--- config.mk ---
export PLATFORM = sky130hd
export DESIGN_NAME = branch_predict_unit
export DESIGN_NICKNAME = d
export VERILOG_FILES = /design/src/rtl/branch_predict_unit.sv
export SDC_FILE = /design/constraint.sdc
export NUM_CORES = 1
export LEC_CHECK = 0
export BUFFER_PORTS_ARGS = -buffer_cell sky130_fd_sc_hd__buf_2
export CORE_MARGIN = 8
export CORE_UTILIZATION = 35
export CTS_CLUSTER_DIAMETER = 100
export DETAILED_ROUTE_END_ITERATION = 10
export PLACE_DENSITY = 0.6
export SLEW_MARGIN = 0
export SYNTH_ARGS = -nofsm -noshare
export SYNTH_HDL_FRONTEND = slang
export SYNTH_SLANG_ARGS = --single-unit
--- constraint.sdc ---
create_clock -name clk -period 4.1 [get_ports clk]
set_clock_uncertainty 0.2 [all_clocks]
set_input_delay 0.205 -clock clk [delete_from_list [all_inputs] [get_ports clk]]
set_output_delay 0.205 -clock clk [all_outputs]
set_load 0.01 [all_outputs]
--- src/rtl/branch_predict_unit.sv ---
// MEM-stage branch resolver with a 2-bit saturating-counter BHT for IF-stage
// prediction, registered mispredict/redirect and saturating perf counters.
module branch_predict_unit #(
    parameter int         XLEN        = 32,
    parameter int         BHT_ENTRIES = 64,
    parameter logic [1:0] CTR_INIT    = 2'b01,
    parameter int         PERF_W      = 32
) (
    input  logic              clk,
    input  logic              rst_n,
    input  logic [XLEN-1:0]   if_pc,
    output logic              pred_taken,
    input  logic              mem_valid,
    input  logic [XLEN-1:0]   mem_pc,
    input  logic [XLEN-1:0]   mem_target,
    input  logic              mem_zero,
    input  logic [XLEN-1:0]   mem_aluresult,
    input  logic [2:0]        mem_funct3,
    input  logic              mem_isbranch,
    input  logic              mem_isjump,
    input  logic              mem_pred_taken,
    input  logic              bht_clear,
    output logic              branch,
    output logic              pcsrc,
    output logic              mispredict,
    output logic [XLEN-1:0]   redirect_pc,
    output logic [PERF_W-1:0] branch_cnt,
    output logic [PERF_W-1:0] mispred_cnt
);

    localparam int IDX_W = $clog2(BHT_ENTRIES);

    logic [1:0]       bht [BHT_ENTRIES];
    logic [IDX_W-1:0] if_idx;
    logic [IDX_W-1:0] mem_idx;
    logic             cond_taken;
    logic             cond_legal;
    logic             resolve;
    logic             resolve_br;
    logic             bht_upd;
    logic             mis_next;
    logic [1:0]       ctr_cur;
    logic [1:0]       ctr_nxt;
    logic [XLEN-1:0]  fall_pc;
    logic [XLEN-1:0]  redirect_nxt;
    logic             unused_bits;

    assign if_idx  = if_pc[IDX_W+1:2];
    assign mem_idx = mem_pc[IDX_W+1:2];

    // Lookup reads the stored counter directly, so a same-cycle update is
    // not visible until the next cycle.
    assign pred_taken = bht[if_idx][1];

    always_comb begin
        cond_taken = 1'b0;
        cond_legal = 1'b1;
        unique case (mem_funct3)
            3'b000:         cond_taken = mem_zero;
            3'b001:         cond_taken = ~mem_zero;
            3'b100, 3'b110: cond_taken = mem_aluresult[0];
            3'b101, 3'b111: cond_taken = ~mem_aluresult[0];
            default:        cond_legal = 1'b0;
        endcase
    end

    // A pending mispredict squashes whatever wrong-path op sits in MEM.
    assign resolve    = mem_valid & (mem_isbranch | mem_isjump) & ~mispredict;
    assign resolve_br = resolve & mem_isbranch & ~mem_isjump;
    assign bht_upd    = resolve_br & cond_legal;

    always_comb begin
        pcsrc = 1'b0;
        if (resolve) begin
            if (mem_isjump)
                pcsrc = 1'b1;
            else
                pcsrc = cond_taken & cond_legal;
        end
    end

    assign branch = mem_isbranch & mem_valid;

    assign mis_next     = resolve & (pcsrc != mem_pred_taken);
    assign fall_pc      = mem_pc + XLEN'(4);
    assign redirect_nxt = pcsrc ? mem_target : fall_pc;

    assign ctr_cur = bht[mem_idx];

    always_comb begin
        ctr_nxt = ctr_cur;
        if (cond_taken) begin
            if (ctr_cur != 2'b11)
                ctr_nxt = ctr_cur + 2'd1;
        end else begin
            if (ctr_cur != 2'b00)
                ctr_nxt = ctr_cur - 2'd1;
        end
    end

    always_ff @(posedge clk or negedge rst_n) begin
        if (!rst_n) begin
            for (int i = 0; i < BHT_ENTRIES; i++)
                bht[i] <= CTR_INIT;
        end else if (bht_clear) begin
            for (int i = 0; i < BHT_ENTRIES; i++)
                bht[i] <= CTR_INIT;
        end else if (bht_upd) begin
            bht[mem_idx] <= ctr_nxt;
        end
    end

    always_ff @(posedge clk or negedge rst_n) begin
        if (!rst_n) begin
            mispredict  <= 1'b0;
            redirect_pc <= '0;
        end else begin
            mispredict <= mis_next;
            if (mis_next)
                redirect_pc <= redirect_nxt;
        end
    end

    always_ff @(posedge clk or negedge rst_n) begin
        if (!rst_n) begin
            branch_cnt  <= '0;
            mispred_cnt <= '0;
        end else begin
            if (resolve_br && !(&branch_cnt))
                branch_cnt <= branch_cnt + PERF_W'(1);
            if (mis_next && !(&mispred_cnt))
                mispred_cnt <= mispred_cnt + PERF_W'(1);
        end
    end

    assign unused_bits = ^{if_pc[XLEN-1:IDX_W+2], if_pc[1:0],
                           mem_aluresult[XLEN-1:1]};

endmodule

==> results of run 1 <==
==> final timing paths <==
path / start / end / slack (ns) / cells after the start
max in group asynchronous: rst_n / bht[74] / 2.54 / 3
min: mem_pc[22] / redirect_pc[22] / 0.03 / 5
min reg2reg: redirect_pc[15] / redirect_pc[15] / 0.28 / 2
min in group asynchronous: rst_n / bht[71] / 0.18 / 2
max: mem_pc[2] / redirect_pc[24] / 0.95 / 12
max reg2reg: mispredict / branch_cnt[21] / 1.00 / 7
==> per-layer routing <==
layer / wire (microns) / part of all wire / track usage / vias to the layer above
met4: 917 / 0.024 / 0.0460 / 0
met2: 17500 / 0.45 / 0.284 / 448
li1: - / - / - / 5055
met5: 0 / 0 / 0 / -
met3: 3350 / 0.087 / 0.0318 / 57
met1: 16800 / 0.44 / 0.248 / 5210
==> power by group <==
part | switching [W] | leakage [nW] | internal [W]
combinational | 0.000582 | 3.06 | 0.000339
clock | 0.000898 | 0.388 | 0.00126
sequential | 0.000106 | 2.84 | 0.00235
total | 0.00159 | 6.28 | 0.00395
==> kinds of logic after synthesis <==
| family | share of synthesized area |
|---|---|
| compound gates | 0.166 |
| mux | 0.0940 |
| buf+inv | 0.0452 |
| xor+xnor | 0.0637 |
| fa+ha+maj | 0.00300 |
| simple gates | 0.172 |
| flops | 0.457 |
==> layout make-up <==
class,count,area (sq um)
clock buffers,37,711
clock inverters,8,65.1
fillers,3364,20300
inverters,15,56.3
multi-input cells,960,6240
flip-flops and latches,225,5710
well taps,461,577
repair buffers,266,1730
==> stage by stage <==
step / area [sq um] / worst slack [ns] / util / hold slack [ns] / cells
finish: 15100 / 0.948 / 0.426 / 0.0267 / 1972
global route: 15100 / 0.794 / 0.426 / 0.0622 / 1972
global placement: 13800 / 0.633 / 0.390 / 0.218 / 1876
detailed placement: 13800 / 0.587 / 0.390 / 0.204 / 1876
CTS: 15100 / 1.00 / 0.426 / 0.0110 / 1972
floorplan: 12500 / 1.05 / - / -0.291 / 1295
==> tightest hold or removal path: cells and delay by family <==
kind	cells	cell delay, ns
AND/OR/NAND/NOR	1	0.10
AO/OA/AOI/OAI	2	0.19
XOR/XNOR	1	0.07
buffers and inverters	1	0.13
==> flip-flops by register name, indices dropped and copies added (netlist names) <==
signal	count
mispred_cnt	32
bht	128
redirect_pc	32
branch_cnt	32
mispredict	1
==> layout by cell type, fill, tap and decap left out, types with 38 or more instances in the layout <==
cell type      instances
xor2_1                44
dlygate4sd3_1         51
nand3_1               38
o21ai_0               43
nor2_1               168
a211oi_1              48
nand2_1              155
a21oi_1              107
buf_2                179
o31ai_1               64
dfrtp_1              161
xnor2_1               47
dfstp_2               64
==> flow_summary.json, run 1 <==
{
  "power_w": 0.00554,
  "synth_most_common_cell": "nor2_1",
  "critPathBufInv": 3,
  "die-area_sq_um": 42000,
  "synthesis.area_sq_um": 12500,
  "cts.clk_slew.worst_paths_ns": 0.06,
  "drive_above_1_share": 0.252,
  "cts_max_level": 1,
  "synth_top_cell_by_area": "dfrtp_1",
  "postRouteAntennaNets": 0,
  "worstSetupPathType": "in2reg",
  "syn_inst": 1295,
  "portBuffers": 181,
  "grt-ovfl-total": 0,
  "crit_top_cell": "nor2_1",
  "nets": 1635,
  "wirelength_microns": 38600,
  "ys_seq_area_frac": 0.457,
  "die_w_microns": 205,
  "antenna_found_initial": 0,
  "ioPinCount": 239,
  "finalMaxSlewViolations": 0,
  "cts_buffers": 25,
  "drt_iter0_markers": 815,
  "yosysWarnings": 0,
  "dr_total_vias": 10770,
  "peakVddDrop_mv": 0.240,
  "initial_core_util": 0.353,
  "cts_setup_buffers": 0,
  "startpoint_type": "primary input",
  "yosysUniqueCellTypes": 60,
  "cp_top_family": "buffers and inverters",
  "placementRows": 69,
  "cts.sinks": 225,
  "yosys_most_used_dff": "dfrtp_1",
  "syn_area_per_cell_sq_um": 9.66,
  "async_reset_ff_frac": 1.00,
  "hold_violations": 0,
  "grt_pass1_wl_microns": 61300,
  "insertion_delay_ns": 0.51,
  "grt_max_degree": 126,
  "relSlewSlack": 0.268,
  "clockBufferDepth": 3,
  "routedWlPerCell_microns": 19.6,
  "fmax_mhz": 317,
  "worstPathArrival_ns": 3.32,
  "leakage_nw": 6.28,
  "core_area_sq_um": 35400,
  "dieHeight_microns": 205,
  "crit_path_end_kind": "flip-flop",
  "areaGrowthSynthToFinish_pct": 20.7,
  "cts_tree": "yes",
  "slowest_stage": "dlygate4sd3_1",
  "tightest_slew_ns": 1.10,
  "rsz0062_at_grt": "no",
  "fin_crit_ns": 3.15,
  "period_share": 0.769,
  "gp_congestion": 0.915,
  "crit_path_max_incr_delay_ns": 0.56,
  "worstPathCellList": "buf_2 -> buf_4 -> ha_1 -> and2_1 -> nand4_1 -> or3b_2 -> nor2_1 -> xnor2_1 -> nor2_1 -> a21oi_1 -> dlygate4sd3_1 -> o21ai_0",
  "viasPerCell": 5.46,
  "setup_viol": 0,
  "status": "completed",
  "drtPass1Iterations": 5,
  "hold_class": "in2reg",
  "synth_edf_count": 0,
  "hpwl_microns": 26400,
  "n_antenna_cell": 0,
  "grt_use_total": 0.179,
  "drc_errors": 0,
  "post-synth-top-area-fraction": 0.322,
  "grt_pass1_vias": 10661,
  "post_cts_resize_count": 0,
  "synth_commonest_cells": "nor2_1 (169), dfrtp_1 (161), nand2_1 (155), a21oi_1 (107)",
  "p_per_area_nw_per_um2": 367,
  "synthesis.nets": 1437,
  "synth-seq-cells": 225,
  "cap_violations": 0,
  "synth.area.top_cells": "dfrtp_1 (32%), dfstp_2 (13%), mux4_2 (5.9%)",
  "cts-root-buf": "clkbuf_16",
  "finalSetupTns_ns": 0,
  "hold_buffers": 51,
  "crit_required_ns": 4.27,
  "path_max_fanout": 26
}
(Power assumes the default switching activity.)
==> inputs of run 2 (changes only) <==
- clock period: 4.1 -> 3.13 ns (I/O delays scaled with it)
==> run 2 against run 1 <==
Against the previous run:
- clock power is 40% higher
- register-to-register slack got worse by 0.79 ns
- hold slack worse by 0.0066 ns
- non-clock buffer count rose by 39
- wire length rose by 2.6%
- total power grew 36%
- combinational power increased by 37%
- critical path depth shrank 8
- sequential power is 31% higher
- first-iteration DRC count rose by 19%
- die area unchanged
==> flow_summary.json, run 2 (synthesis gave the netlist of run 1 again) <==
{
  "postRouteAntennaNets": 0,
  "dieHeight_microns": 205,
  "initial_core_util": 0.353,
  "clockBufferDepth": 3,
  "hold_class": "in2reg",
  "multi_input_area_sq_um": 6250,
  "crit_path_end_kind": "output pin",
  "tightest_slew_ns": 0.780,
  "cap_violations": 0,
  "path_max_fanout": 3,
  "layout_commonest_cell": "buf_2",
  "worstPathCellList": "mux4_2 -> mux4_2 -> mux4_2 -> buf_2",
  "finalSetupTns_ns": 0,
  "insertion_delay_ns": 0.53,
  "ff_latch_area_sq_um": 5710,
  "fin_crit_ns": 2.93,
  "drive_above_1_share": 0.268,
  "crit_top_cell": "mux4_2",
  "relSlewSlack": 0.480,
  "crit_path_max_incr_delay_ns": 0.50,
  "hpwl_microns": 27700,
  "rsz0062_at_grt": "no",
  "p_sw_w": 0.00210,
  "nets": 1675,
  "cts-root-buf": "clkbuf_16",
  "largest_reg_flops": 128,
  "areaGrowthSynthToFinish_pct": 24.4,
  "grt-ovfl-total": 0,
  "grt_use_total": 0.182,
  "cts.clk_slew.worst_paths_ns": 0.06,
  "gp_congestion": 0.954,
  "startpoint_type": "flip-flop",
  "grt_pass1_vias": 10864,
  "stdcell_count": 2012,
  "setup_viol": 0,
  "drtPass1Iterations": 6,
  "die-area_sq_um": 42000,
  "p_clk_frac": 0.402,
  "ioPinCount": 239,
  "cts_tree": "yes",
  "placementRows": 69,
  "fillers": 3327,
  "peakVddDrop_mv": 0.367,
  "viasPerCell": 5.47,
  "routedWlPerCell_microns": 19.7,
  "grt_pass1_wl_microns": 62200,
  "power_frac_comb": 0.168,
  "status": "completed",
  "period_share": 0.935,
  "die_w_microns": 205,
  "switching_share": 0.280,
  "n_antenna_cell": 0,
  "cts_buffers": 26,
  "dp.cells": 1908,
  "core_area_sq_um": 35400,
  "finalMaxSlewViolations": 0,
  "cts_max_level": 1,
  "wirelength_microns": 39500,
  "portBuffers": 181,
  "worstPathArrival_ns": 2.57,
  "worstSetupPathType": "reg2out",
  "fmax_mhz": 342,
  "p_int_w": 0.00541,
  "drc_errors": 0,
  "slowest_stage": "mux4_2",
  "top_register": "bht",
  "seqPwrFrac": 0.430,
  "final_cell_mix": "buf_2 (179), nor2_1 (168), dfrtp_1 (161)",
  "cts.sinks": 225,
  "hold_violations": 0,
  "dr_total_vias": 11005,
  "p_per_area_nw_per_um2": 483,
  "drt_iter0_markers": 972,
  "antenna_found_initial": 0,
  "leakage_nw": 6.52,
  "crit_required_ns": 2.77,
  "grt_max_degree": 95
}
run 2: cell count changes in the layout (fill, tap and decap cells not counted), sizes merged:
cell         delta
clkinvlp        +1
buf            +32
clkinv          -4
dlygate4sd3     +7
clkbuf          +3
bufinv          +1
run 2: metrics by stage:
step	worst slack, ns	hold WS [ns]	cell area (sq um)	util	power (W)
after floorplan	0.177	-0.339	12500	-	0.00389
after global routing	0.0300	0.0339	15600	0.440	0.00784
after global placement	0.148	0.0494	14100	0.399	0.00444
final	0.203	0.0201	15600	0.440	0.00752
after CTS	0.0744	0.0106	15500	0.439	0.00759
after detailed placement	0.0518	0.0557	14100	0.399	0.00446
run 2: critical path: cells and delay by family, from the launching register on:
| family | cells | cell delay [ns] |
|---|---|---|
| buffers and inverters | 1 | 0.16 |
| flip-flops | 1 | 0.40 |
| multiplexers | 3 | 1.48 |
run 2: final timing paths:
path / from / cells past startpoint / endpoint / slack, ns
min in group asynchronous: rst_n / 2 / bht[75] / 0.08
max in group asynchronous: rst_n / 3 / bht[98] / 1.81
max: bht[1] / 4 / pred_taken / 0.20
min reg2reg: branch_cnt[23] / 1 / branch_cnt[23] / 0.28
max reg2reg: mispredict / 8 / bht[55] / 0.21
min: bht_clear / 3 / bht[34] / 0.02
run 2: power by group through the flow:
stage               registers [W]  clock network [W]  logic [W]
finish                    0.00323            0.00302    0.00126
global route              0.00326            0.00321    0.00138
CTS                       0.00323            0.00310    0.00126
detailed placement        0.00328                  0    0.00118
global placement          0.00327                  0    0.00117
floorplan                 0.00334                  0   0.000552
run 2: cell type report:
class                           count  area share
Multi-Input combinational cell    960       0.402
Sequential cell                   225       0.367
Timing Repair Buffer              305       0.136
Clock buffer                       40      0.0491
Tap cell                          461      0.0371
Clock inverter                      6     0.00531
Inverter                           15     0.00362
run 2: per-layer routing:
metal,GRT usage,part of all wire,up-vias
li1,-,-,5142
met1,0.247,0.43,5383
met2,0.298,0.47,427
met3,0.0365,0.085,53
met4,0.0363,0.017,0
met5,0,0,-
run 2: what timing repair did:
action                                  in CTS  in global routing
gates resized for setup                      0                  2
hold buffers                                58                  0
endpoints found under the hold margin      121                  0
endpoints found under the setup margin       0                 21
setup buffers                                0                  0
==> inputs of run 3 (changes only) <==
- CTS_BUF_LIST: unset -> sky130_fd_sc_hd__clkbuf_2
==> run 3 against run 2 <==
Against the previous run:
- the flow now finishes with violations (negative setup slack)
- global-route usage grew 1.3 points
- final cell count grew 7.6%
- clock-buffer cell count grew 51
- wire length grew 6.4%
- sequential power is essentially flat
- critical path depth is the same
- first-iteration DRC count grew 5.8%
- critical endpoint unchanged
==> flow_summary.json, run 3 (synthesis gave the netlist of run 1 again) <==
{
  "status": "finished, violations left",
  "violations": "negative setup slack",
  "largest_reg_flops": 128,
  "wirelength_microns": 42100,
  "cts.clk_slew.worst_paths_ns": 0.10,
  "layout_commonest_cell": "buf_2",
  "power_frac_comb": 0.214,
  "peakVddDrop_mv": 0.250,
  "worstPathArrival_ns": 2.94,
  "grt_max_degree": 63,
  "drive_above_1_share": 0.283,
  "cts_max_level": 2,
  "finish.utilization": 0.456,
  "worstSetupPathType": "reg2out",
  "gp_congestion": 0.954,
  "initial_core_util": 0.353,
  "power_w": 0.00671,
  "grt_use_total": 0.195,
  "die-area_sq_um": 42000,
  "final_cell_mix": "buf_2 (177), nor2_1 (167), dfrtp_1 (161)",
  "clockBufferDepth": 3,
  "startpoint": "bht[53]",
  "die_w_microns": 205,
  "cts-root-buf": "clkbuf_2",
  "rsz0062_at_grt": "yes",
  "antenna_found_initial": 2,
  "r2r_start": "mispredict",
  "routedWlPerCell_microns": 19.4,
  "switching_share": 0.333,
  "path_max_fanout": 3,
  "place_ws_ns": 0.0518,
  "grt-ovfl-total": 0,
  "grt_pass1_wl_microns": 66400,
  "insertion_delay_ns": 0.90,
  "postRouteAntennaNets": 0,
  "dr_total_vias": 11780,
  "drt_iter0_markers": 1028,
  "areaGrowthSynthToFinish_pct": 29.0,
  "crit_path_end_kind": "output pin",
  "p_clk_frac": 0.305,
  "fin_crit_ns": 3.30,
  "ioPinCount": 239,
  "finalMaxSlewViolations": 0,
  "dieHeight_microns": 205,
  "p_per_area_nw_per_um2": 416,
  "hold_violations": 0,
  "drc_errors": 0,
  "viasPerCell": 5.44,
  "hpwl_microns": 27700,
  "leakage_nw": 6.92,
  "p_int_w": 0.00447,
  "nets": 1796,
  "relSlewSlack": 0.471,
  "portBuffers": 181,
  "cts_tree": "yes",
  "setup_viol": 1,
  "cts.sinks": 225,
  "top_register": "bht",
  "cts_buffers": 60,
  "period_share": 1.05,
  "crit_required_ns": 2.77,
  "cap_violations": 0,
  "grt_pass1_vias": 11805,
  "p_sw_w": 0.00223,
  "fmax_mhz": 303,
  "seqPwrFrac": 0.481,
  "core_area_sq_um": 35400,
  "drtPass1Iterations": 6,
  "hold_class": "in2reg",
  "layout_setup_ws_ns": -0.168,
  "startpoint_type": "flip-flop",
  "placementRows": 69,
  "min-delay-start": "mem_pc[3]",
  "tightest_slew_ns": 0.790
}
==> run 3: final cells by class <==
class	count	area, sq um
Sequential cell	225	5710
Clock buffer	91	455
Inverter	15	56.3
Clock inverter	19	72.6
Timing Repair Buffer	392	3000
Fill cell	3283	19300
Antenna cell	2	5.00
Tap cell	461	577
Multi-Input combinational cell	960	6260
==> run 3: metal layers <==
metal | wire [microns] | up-vias | share of wire | track usage
met4 | 1030 | 0 | 0.024 | 0.0666
met1 | 17400 | 5770 | 0.41 | 0.252
met5 | 0 | - | 0 | 0
met3 | 3980 | 81 | 0.095 | 0.0489
li1 | - | 5418 | - | -
met2 | 19600 | 511 | 0.47 | 0.315
==> run 3: critical path: stages, from the launching register on <==
cell and delay (ns):
dfrtp_1 0.43, mux4_2 0.48, mux4_2 0.48, mux4_2 0.50, buf_6 0.14
==> run 3: power groups by stage <==
stage / combinational [W] / sequential, W / clock [W]
6_report: 0.00143 / 0.00323 / 0.00204
5_1_grt: 0.00155 / 0.00325 / 0.00227
4_1_cts: 0.00140 / 0.00322 / 0.00212
3_5_place_dp: 0.00118 / 0.00328 / 0
3_3_place_gp: 0.00117 / 0.00327 / 0
2_1_floorplan: 0.000552 / 0.00334 / 0
==> run 3: what timing repair did <==
action / CTS / global route
hold endpoints to repair: 427 / 7
resized for setup: 1 / 8
hold buffers: 137 / 3
setup buffers: 5 / 2
setup endpoints to repair: 1 / 40
pin swaps: 0 / 1
==> run 3: stage by stage <==
step	instances	hold WS (ns)	TNS [ns]	cell area (sq um)
floorplan	1295	-0.339	0	12500
global placement	1908	0.0494	0	14100
detailed placement	1908	0.0557	0	14100
CTS	2160	0.0210	-1.18	16100
global route	2165	0.00309	-0.307	16100
finish	2165	0.0209	-0.168	16100
==> run 3: final timing paths <==
path                                    to  slack (ns)  cells past startpoint
min reg2reg                 branch_cnt[23]        0.28                      1
min                               bht[124]        0.02                      6
max in group asynchronous  mispred_cnt[31]        1.96                      4
max                             pred_taken       -0.17                      4
max reg2reg                redirect_pc[14]        0.14                      7
min in group asynchronous          bht[78]        0.36                      3
